$ cat config.mk
export PLATFORM = sky130hd
export DESIGN_NAME = forwarding_unit
export DESIGN_NICKNAME = d
export VERILOG_FILES = /design/src/rtl/forwarding_unit_pkg.sv /design/src/rtl/fwd_select.sv /design/src/rtl/forwarding_unit.sv
export SDC_FILE = /design/constraint.sdc
export NUM_CORES = 1
export LEC_CHECK = 0
export CAP_MARGIN = 20
export CORE_ASPECT_RATIO = 0.6
export CORE_MARGIN = 8
export CORE_UTILIZATION = 30
export DETAILED_ROUTE_END_ITERATION = 6
export RECOVER_POWER = 25
export SLEW_MARGIN = 20
export SYNTH_ARGS = -nofsm -noshare
export SYNTH_HDL_FRONTEND = slang
export SYNTH_SLANG_ARGS = --single-unit
$ cat constraint.sdc
create_clock -name clk -period 6.94 [get_ports clk]
set_clock_uncertainty 0.15 [all_clocks]
set_input_delay 1.388 -clock clk [delete_from_list [all_inputs] [get_ports clk]]
set_output_delay 1.388 -clock clk [all_outputs]
set_load 0.01 [all_outputs]
$ cat src/rtl/forwarding_unit_pkg.sv
// Shared types for the EXE-stage operand bypass: select encodings and the
// per-stage destination tag carried down the shadow pipeline.
package forwarding_unit_pkg;
  localparam int REG_ADDR_W = 5;

  localparam logic [1:0] FWD_REGFILE = 2'b00;
  localparam logic [1:0] FWD_MEM     = 2'b01;
  localparam logic [1:0] FWD_WB      = 2'b10;

  typedef struct packed {
    logic [REG_ADDR_W-1:0] dest;
    logic                  wb_en;
    logic                  mem_r_en;
  } stage_tag_t;

  // r0 is hardwired zero, so it never carries a dependency
  function automatic logic tag_match(stage_tag_t t, logic [REG_ADDR_W-1:0] src);
    return t.wb_en && (t.dest == src) && (src != '0);
  endfunction
endpackage

$ cat src/rtl/fwd_select.sv
// One bypass mux select: MEM result beats WB result, regfile otherwise.
module fwd_select
  import forwarding_unit_pkg::*;
(
  input  logic [REG_ADDR_W-1:0] src,
  input  logic                  gate,
  input  stage_tag_t            mem_tag,
  input  stage_tag_t            wb_tag,
  input  logic                  forward_en,
  output logic [1:0]            sel
);
  logic unused_ok;
  assign unused_ok = mem_tag.mem_r_en ^ wb_tag.mem_r_en;

  always_comb begin
    sel = FWD_REGFILE;
    if (forward_en && gate) begin
      if (tag_match(mem_tag, src))     sel = FWD_MEM;
      else if (tag_match(wb_tag, src)) sel = FWD_WB;
    end
  end
endmodule

$ cat src/rtl/forwarding_unit.sv
// Operand-bypass select and load-use stall generation, tracking destination
// tags through EXE/MEM/WB in lockstep with the real pipeline registers.
module forwarding_unit #(
  parameter int REG_ADDR_W = 5,
  parameter int CNT_W      = 16
) (
  input  logic                  clk,
  input  logic                  rst,
  input  logic                  freeze,
  input  logic                  flush,
  input  logic                  forward_en,
  input  logic [REG_ADDR_W-1:0] id_src1,
  input  logic [REG_ADDR_W-1:0] id_src2,
  input  logic                  id_src2_alu,
  input  logic                  id_src2_used,
  input  logic [REG_ADDR_W-1:0] id_dest,
  input  logic                  id_wb_en,
  input  logic                  id_mem_r_en,
  output logic [1:0]            val1_forward_sel,
  output logic [1:0]            val2_forward_sel,
  output logic [1:0]            val3_forward_sel,
  output logic                  hazard_detected,
  output logic [CNT_W-1:0]      stall_count
);
  import forwarding_unit_pkg::*;

  stage_tag_t            exe_tag, mem_tag, wb_tag;
  logic [REG_ADDR_W-1:0] exe_src1, exe_src2;
  logic                  exe_src2_alu, exe_src2_used;

  // Lane 0: ALU in1, lane 1: ALU in2, lane 2: store/compare value
  logic [2:0][REG_ADDR_W-1:0] sel_src;
  logic [2:0]                 sel_gate;
  logic [2:0][1:0]            sel_out;

  assign sel_src  = {exe_src2, exe_src2, exe_src1};
  assign sel_gate = {exe_src2_used, exe_src2_alu, 1'b1};

  for (genvar g = 0; g < 3; g++) begin : g_sel
    fwd_select u_sel (
      .src        (sel_src[g]),
      .gate       (sel_gate[g]),
      .mem_tag    (mem_tag),
      .wb_tag     (wb_tag),
      .forward_en (forward_en),
      .sel        (sel_out[g])
    );
  end

  assign val1_forward_sel = sel_out[0];
  assign val2_forward_sel = sel_out[1];
  assign val3_forward_sel = sel_out[2];

  logic use_exe, use_mem;
  always_comb begin
    use_exe = tag_match(exe_tag, id_src1) || (id_src2_used && tag_match(exe_tag, id_src2));
    use_mem = tag_match(mem_tag, id_src1) || (id_src2_used && tag_match(mem_tag, id_src2));
    hazard_detected = 1'b0;
    if (!flush) begin
      // Without bypass, any in-flight producer must drain past MEM first
      if (forward_en) hazard_detected = use_exe && exe_tag.mem_r_en;
      else            hazard_detected = use_exe || use_mem;
    end
  end

  always_ff @(posedge clk or negedge rst) begin
    if (!rst) begin
      exe_tag       <= '0;
      mem_tag       <= '0;
      wb_tag        <= '0;
      exe_src1      <= '0;
      exe_src2      <= '0;
      exe_src2_alu  <= 1'b0;
      exe_src2_used <= 1'b0;
      stall_count   <= '0;
    end else if (!freeze) begin
      mem_tag <= exe_tag;
      wb_tag  <= mem_tag;
      if (flush || hazard_detected) begin
        exe_tag       <= '0;
        exe_src1      <= '0;
        exe_src2      <= '0;
        exe_src2_alu  <= 1'b0;
        exe_src2_used <= 1'b0;
      end else begin
        exe_tag       <= '{dest: id_dest, wb_en: id_wb_en, mem_r_en: id_mem_r_en};
        exe_src1      <= id_src1;
        exe_src2      <= id_src2;
        exe_src2_alu  <= id_src2_alu;
        exe_src2_used <= id_src2_used;
      end
      if (hazard_detected && (stall_count != '1))
        stall_count <= stall_count + 1'b1;
    end
  end
endmodule

-- After elaboration in Yosys (flattened, before gate mapping)
Cells that the tools add are included.
- reduce and logical (&&, ||, !) cells: 31
- muxes and demuxes: 14
- bitwise logic cells: 1
- $add $sub $neg: 1
- equal/unequal tests: 9
- operators with widths (kind ; count):
    $eq A5 B5 Y1 ; 8
    $logic_and A1 B1 Y1 ; 22
    $reduce_bool A5 Y1 ; 4
    $add A16 B1 Y16 const B ; 1
    $ne A16 B16 Y1 const B ; 1
    $mux W2 ; 7
    $mux W5 ; 2
    $mux W7 ; 1
    $logic_or A1 B1 Y1 ; 4
    $mux W1 ; 4
    $reduce_and A2 Y1 ; 1
    $not A1 Y1 ; 1
- flip-flop bits (word level): 47
- logic and storage cells: 68
- input bits: 24
- output and inout port bits: 23

-- Logic depth before layout (Yosys ltp)
Gate-level depths: netlist of run 1.
- depth after elaboration: 10
- gate-level depth with buffers: 11
- depth with buffers taken out: 8

-- Hierarchy
From an unflattened synthesis of run 1, not the netlist that was laid out.
- cell total of the unflattened synthesis: 234
- area, all modules: 2722.6 um2
- by module, submodules not included (module ; cells each ; area each (um2) ; seq. area each (um2) ; times used):
    forwarding_unit ; 180 ; 2242.2 ; 1226.2 ; 1
    fwd_select ; 18 ; 160.2 ; 0.0 ; 3

-- Worst setup path before layout of run 1
OpenSTA, ideal clock, no wires.
- path kind: input-to-output
- start: in id_src2[1]
- end: out hazard_detected
- slack: 2891 ps
- buffers on the path: 0
- stages on the path: 5
- required time: 5402 ps
- data arrival time: 2511 ps
- cell sequence: or4_1 > o21a_1 > a21oi_1 > o32ai_2 > nor2b_1
- longest elaborated chain between the ends: 8
- elaborated cells between the ends (all ways): 15
- those cells by class: eq/ne: 2; mux: 2; reduce/logical: 11
- ends and longest elaborated chain (item ; line ; source):
    start: declaration ; forwarding_unit.sv:13 ; input logic [REG_ADDR_W-1:0] id_src2,
    $eq A5 B5 Y1 ; forwarding_unit_pkg.sv:18 ; return t.wb_en && (t.dest == src) && (src != '0);
    $logic_and A1 B1 Y1 (2 in series) ; forwarding_unit_pkg.sv:18 ;
    $logic_and A1 B1 Y1, on equally long branches ; forwarding_unit.sv:56, forwarding_unit.sv:57 ;
    $logic_or A1 B1 Y1, on equally long branches ; forwarding_unit.sv:56, forwarding_unit.sv:57 ;
    $logic_or A1 B1 Y1 / $logic_and A1 B1 Y1 (equally long branches) ; forwarding_unit.sv:62, forwarding_unit.sv:61 ;
    $mux W1 * ; forwarding_unit.sv:61 ; if (forward_en) hazard_detected = use_exe && exe_tag.mem_r_en;
    $mux W1 * ; forwarding_unit.sv:59 ; if (!flush) begin
    end: declaration ; forwarding_unit.sv:22 ; output logic hazard_detected,
Every way passes the cells marked *; elsewhere a longest branch is shown, timed or not.

-- Final worst setup path of run 1
- start: in id_src1[4]
- end: out hazard_detected
- longest elaborated chain between the ends: 7
- elaborated cells between the ends (all ways): 13
- those cells by class: eq/ne: 2; mux: 2; reduce/logical: 9
- ends and longest elaborated chain (item ; line ; source):
    start: declaration ; forwarding_unit.sv:12 ; input logic [REG_ADDR_W-1:0] id_src1,
    $eq A5 B5 Y1 ; forwarding_unit_pkg.sv:18 ;
    $logic_and A1 B1 Y1 (2 in series) ; forwarding_unit_pkg.sv:18 ;
    $logic_or A1 B1 Y1, on equally long branches ; forwarding_unit.sv:56, forwarding_unit.sv:57 ;
    $logic_or A1 B1 Y1 / $logic_and A1 B1 Y1 (equally long branches) ; forwarding_unit.sv:62, forwarding_unit.sv:61 ;
    $mux W1 * ; forwarding_unit.sv:61 ;
    $mux W1 * ; forwarding_unit.sv:59 ;
Marks and branches as above.

==> impl_metrics.toml, run 1 <==
[timing]
timing_worst_slew_pin_value_ns = 2.56
finalMaxSlewViolations = 48
finalSetupViolations = 0
period_share = 0.754
rsz0062_at_grt = "no"
max_clock_freq_mhz = 191
fin_setup_tns_ns = 0
timing_hold_violations_final = 0
period_needed_ns = 5.23
post-route-worst-setup-slack_ns = 1.71
slew_headroom = -0.710
hold_slack_ns = 0.344

[synth]
synthDominantCellAreaShare = 0.481
syn_avg_cell_area_sq_um = 11.2
ys.flop_type = "dfrtp_1"
post_synth_design_cell_area_sq_um = 2450
cell_count_after_synthesis = 218
synth_edf_count = 0
yosys_register_bits = 47
yosys_warnings = 0
netlist.top_cell.by_area = "dfrtp_1"
seq_area_frac_synth = 0.481
largest_cells_by_area_after_synthesis = "dfrtp_1 48%, xnor2_1 16%, a22o_1 6.8%"
synth-async-reset-ratio = 1.00
post_synth_net_total = 243
synth_cell_type_count = 27

[floorplan]
die-area_sq_um = 11400
placementRows = 25
core_area_sq_um = 7880
num_io_pins = 47
die_h_um = 86.0
die_w_um = 133
initial_utilization = 0.310

[pwr]
internal_power_w = 0.000532
p_sw_w = 0.000173
power_density_nw_per_um2 = 224
vdd_ir_drop_max_v = 0.0000946
sequential_group_share_of_total_power = 0.460
p_leak_nw = 1.28
comb_power_share = 0.146
switching_share = 0.245
clock_share_of_power = 0.394

[placed_design]
dpl_worst_slack_ns = 1.74
place_hpwl_um = 4570
globalplace.congestion = 0.788
place.port_buffers = 46

[global_routing]
overflow_left_after_global_routing = 0
grt.total_usage = 0.107
grt_max_degree = 48
grt_first_pass_wirelength_um = 10000
first_global_vias = 1802
grt_antenna_before_repair = 0

[setup_path]
critPathArrivalTime_ns = 3.70
setup.worst_path.end_class = "primary output"
critPathLaunchType = "primary input"
timing.critical_path.fanout_max = 4
path_class = "primary input to primary output"
crit_required_ns = 5.40

[drt]
routed-via-count = 1771
drt-wirelength-per-cell_um = 16.3
finalWirelength_um = 6020
first_pass_iters = 4
remaining_antenna_violation_count_after_routing = 0
viasPerCell = 4.80
initialDrtViolationCount = 106
remaining_drcs = 0

[status]
run_status = "complete, but fails checks"
violations = "capacitance limit, slew limit"

[clock_network]
tritoncts = "built"
clk_root_buffer_cell = "clkbuf_16"
cts.repair.resized = 0
cts.sink_count = 47
clkSlewWorstSetupHoldPaths_ns = 0.06
cts_max_level = 2
clkLatencyLatePin_ns = 0.28
number_of_setup_buffers_added_after_cts = 0
clk_buf_depth = 2
cts_hold_buffers = 0
cts_made_buffers = 5

[final_layout]
number_of_nets_in_the_layout = 285
diodes = 0
drive_above_1_share = 0.0881
layout_overhead_on_the_synthesized_area_pct = 28.5
postLayoutCoreUtil = 0.399

[flow_run]
timing.max_cap.violations = 1

[hold_path]
hold_path_class = "register to register"
routing by layer:
layer  GRT usage  part of all wire  vias to the layer above
met2       0.143              0.40                       37
met1       0.160              0.54                      871
li1            -                 -                      859
met3      0.0327             0.048                        4
met5           0                 0                        -
met4      0.0246            0.0076                        0
path summary, 6_finish.rpt:
check                               startpoint               to  slack (ns)  depth (start not counted)
max in group asynchronous                  rst      exe_src1[2]        3.43                          1
worst min register to register  stall_count[9]   stall_count[9]        0.34                          1
worst max-delay path                id_src1[4]  hazard_detected        1.71                          8
worst min-delay path            stall_count[9]   stall_count[9]        0.34                          1
min in group asynchronous                  rst   stall_count[9]        1.75                          1
worst max register to register      mem_tag[2]   stall_count[1]        4.16                          7
cell usage in the layout (no fill, tap or decap):
master | synthesis | layout
xnor2_1 | 44 | 44
clkbuf_16 | 0 | 5
and3_1 | 7 | 7
nor2b_1 | 1 | 1
o21a_1 | 1 | 1
xor2_1 | 11 | 11
nor3_4 | 1 | 1
clkbuf_8 | 0 | 1
clkbuf_1 | 3 | 1
nand2_1 | 10 | 10
nand2b_1 | 1 | 1
nand3_1 | 13 | 13
mux2_2 | 12 | 12
o32ai_2 | 1 | 1
o21ai_0 | 2 | 2
a22o_1 | 19 | 19
nor4_1 | 5 | 5
nor3_1 | 2 | 2
bufinv_16 | 0 | 1
ha_1 | 1 | 1
clkinv_2 | 0 | 1
and2_1 | 2 | 2
nand4_1 | 8 | 8
nor2_1 | 9 | 9
clkdlybuf4s50_1 | 0 | 45
or4_1 | 5 | 5
a21oi_1 | 2 | 2
buf_4 | 0 | 1
dfrtp_1 | 47 | 47
inv_1 | 2 | 2
cell families after synthesis:
family | share of synthesized area
buf+inv | 0.0332
mux | 0.0552
xor+xnor | 0.197
flops | 0.481
simple gates | 0.143
fa+ha+maj | 0.00511
compound gates | 0.0859
layout make-up:
type,count,area [sq um]
well taps,108,135
clock inverters,2,35.0
inverters,2,7.51
multi-input cells,157,1190
clock buffers,6,139
repair buffers,47,462
fillers,774,4740
flip-flops and latches,47,1180
synth_stat cells (3+ instances only):
master and instances:
nor2_1 9, dfrtp_1 47, xor2_1 11, nor4_1 5, nand4_1 8, or4_1 5
nand3_1 13, xnor2_1 44, buf_2 5, a22o_1 19, clkbuf_1 3, buf_6 3
nand2_1 10, and3_1 7, mux2_2 12
worst max-delay path, cell delays in order:
cell and delay, ns:
clkdlybuf4s50_1 0.60, or4_1 0.14, nor2_1 0.05, nor4_1 0.33
a21oi_1 0.10, o32ai_2 0.36, nor2b_1 0.18, clkdlybuf4s50_1 0.54
power groups by stage:
stage | logic, W | clock network [W] | registers (W)
floorplan | 0.0000747 | 0 | 0.000315
global placement | 0.000103 | 0 | 0.000329
detailed placement | 0.000104 | 0 | 0.000330
CTS | 0.000104 | 0.000288 | 0.000324
global route | 0.000114 | 0.000299 | 0.000328
finish | 0.000103 | 0.000278 | 0.000324
registers in the layout (all words and copies together), names as in the netlist:
register	count
exe_src2_used	1
mem_tag	6
wb_tag	6
exe_src2	5
exe_tag	7
stall_count	16
exe_src1	5
exe_src2_alu	1
through the flow:
stage,std cells,total power (W),cell area [sq um]
after floorplan,218,0.000389,2450
after global placement,361,0.000432,2970
after CTS,369,0.000716,3150
after global routing,369,0.000740,3140
final,369,0.000705,3140
after detailed placement,361,0.000433,2970
No activity file was read; power rests on OpenSTA's default activity.
==> run 2: changes to the inputs <==
==> constraint.sdc (replaced) <==
create_clock -name clk -period 5 [get_ports clk]
set_clock_uncertainty 0.15 [all_clocks]
set_input_delay 1 -clock clk [delete_from_list [all_inputs] [get_ports clk]]
set_output_delay 1 -clock clk [all_outputs]
set_load 0.01 [all_outputs]
==> impl_metrics.toml, run 2 (synthesized netlist as in run 1, its figures left out) <==
[timing]
max_clock_freq_mhz = 227
period_share = 0.881
hold_slack_ns = 0.338
timing_hold_violations_final = 0
rsz0062_at_grt = "no"
period_needed_ns = 4.40
slew_headroom = -0.684
fin_setup_tns_ns = 0
timing_worst_slew_pin_value_ns = 2.53
finalMaxSlewViolations = 48
finalSetupViolations = 0
post-route-worst-setup-slack_ns = 0.597

[pwr]
sequential_group_share_of_total_power = 0.477
overall_power_after_layout_w = 0.000944
vdd_ir_drop_max_v = 0.000118
comb_power_share = 0.152
p_sw_w = 0.000240
power_density_nw_per_um2 = 302
internal_power_w = 0.000703
clock_share_of_power = 0.371
switching_share = 0.255
p_leak_nw = 1.27

[floorplan]
num_io_pins = 47
placementRows = 25
core_area_sq_um = 7880
die_h_um = 86.0
die_w_um = 133
initial_utilization = 0.310
die-area_sq_um = 11400

[final_layout]
number_of_nets_in_the_layout = 285
commonest_cells_after_routing_fill_and_taps_aside = "47 x dfrtp_1, 45 x clkdlybuf4s50_1, 44 x xnor2_1"
final_cell_count_no_fill = 369
layout_overhead_on_the_synthesized_area_pct = 27.8
diodes = 0
largest_registers = "stall_count x16, exe_tag x7"
layout_commonest_cell = "dfrtp_1"
drive_above_1_share = 0.0843
flip_flop_count_of_the_largest_register_after_layout = 16
fillers = 783
largest_register = "stall_count"

[hold_path]
cell_count_of_the_worst_hold_path = 1
hold_path_class = "register to register"
hp-start = "stall_count[12]"
min_delay_worst_endpoint = "stall_count[12]"

[setup_path]
r2r-start = "mem_tag[4]"
path_class = "primary input to primary output"
worstPathCellList = "clkdlybuf4s50_1, or4_1, nor2_1, nor4_1, a21oi_1, o32ai_2, nor2b_1, clkdlybuf4s50_1"
timing.critical_path.fanout_max = 4
cp.buffers_inverters = 2
crit_top_cell = "clkdlybuf4s50_1"
setup.worst_path.end_class = "primary output"
capturing_point_of_the_worst_reg2reg_path = "stall_count[1]"
critPathArrivalTime_ns = 3.25
critPathLaunchType = "primary input"
path_delay_family = "buffers and inverters"
worstRegToRegCells = 6
critPathSlowestCell = "clkdlybuf4s50_1"
worst-r2r-setup-slack_ns = 2.24
crit_required_ns = 3.85
critPathMaxStageDelay_ns = 0.58

[drt]
finalWirelength_um = 5970
viasPerCell = 4.85
remaining_antenna_violation_count_after_routing = 0
remaining_drcs = 0
first_pass_iters = 4
routed-via-count = 1788
drt-wirelength-per-cell_um = 16.2
initialDrtViolationCount = 116

[clock_network]
cts.sink_count = 47
cts_hold_buffers = 0
number_of_setup_buffers_added_after_cts = 0
tritoncts = "built"
clkSlewWorstSetupHoldPaths_ns = 0.06
clk_buf_depth = 2
cts_max_level = 2
clk_root_buffer_cell = "clkbuf_16"
cts.repair.resized = 0
clkLatencyLatePin_ns = 0.28
cts_made_buffers = 5

[status]
run_status = "complete, but fails checks"
violations = "capacitance limit, slew limit"

[placed_design]
placedCellCount = 361
globalplace.congestion = 0.792
place.port_buffers = 46
dpl_worst_slack_ns = 0.597
place_hpwl_um = 4550

[global_routing]
grt.total_usage = 0.108
first_global_vias = 1769
overflow_left_after_global_routing = 0
grt_first_pass_wirelength_um = 9890
grt_max_degree = 48
grt_antenna_before_repair = 0

[flow_run]
timing.max_cap.violations = 1
run 2: cell count changes in the layout (fill, tap and decap cells not counted), sizes merged:
cell    previous run  this run
bufinv             1         0
clkbuf             7         9
clkinv             1         0
run 2: area by class of cell:
type                    instances  area [sq um]  area share
repair buffers                 47           462       0.148
multi-input cells             157          1190       0.381
clock buffers                   8           156      0.0500
flip-flops and latches         47          1180       0.376
inverters                       2          7.51     0.00240
well taps                     108           135      0.0432
run 2: power by group through the flow:
stage	sequential [W]	combinational, W	clock, W
after CTS	0.000450	0.000145	0.000359
final	0.000450	0.000144	0.000350
after floorplan	0.000437	0.000104	0
after detailed placement	0.000457	0.000145	0
after global placement	0.000457	0.000142	0
after global routing	0.000455	0.000159	0.000378
run 2: layer usage:
layer / up-vias / global-route usage / share of wire
li1: 852 / - / -
met1: 886 / 0.161 / 0.53
met2: 46 / 0.139 / 0.40
met3: 4 / 0.0408 / 0.057
met4: 0 / 0.0246 / 0.0062
met5: - / 0 / 0
run 2: per-stage QoR:
step / util / instance area, sq um
finish: 0.397 / 3130
CTS: 0.397 / 3130
detailed placement: 0.377 / 2970
global route: 0.397 / 3130
global placement: 0.377 / 2970
floorplan: - / 2450
run 2: worst reg2reg max path, stage by stage (launching register included):
cell	delay (ns)
dfrtp_1	0.49
xor2_1	0.22
nor4_1	0.30
a21oi_1	0.09
o32ai_2	0.37
and3_1	0.62
mux2_2	0.40
run 2: worst max-delay path by stage:
stage,startpoint,to,cells past startpoint
after floorplan,id_src2[1],hazard_detected,5
after global placement,id_src1[4],hazard_detected,8
after detailed placement,id_src1[4],hazard_detected,8
after CTS,id_src1[4],hazard_detected,8
after global routing,id_src1[4],hazard_detected,8
final,id_src1[3],hazard_detected,8
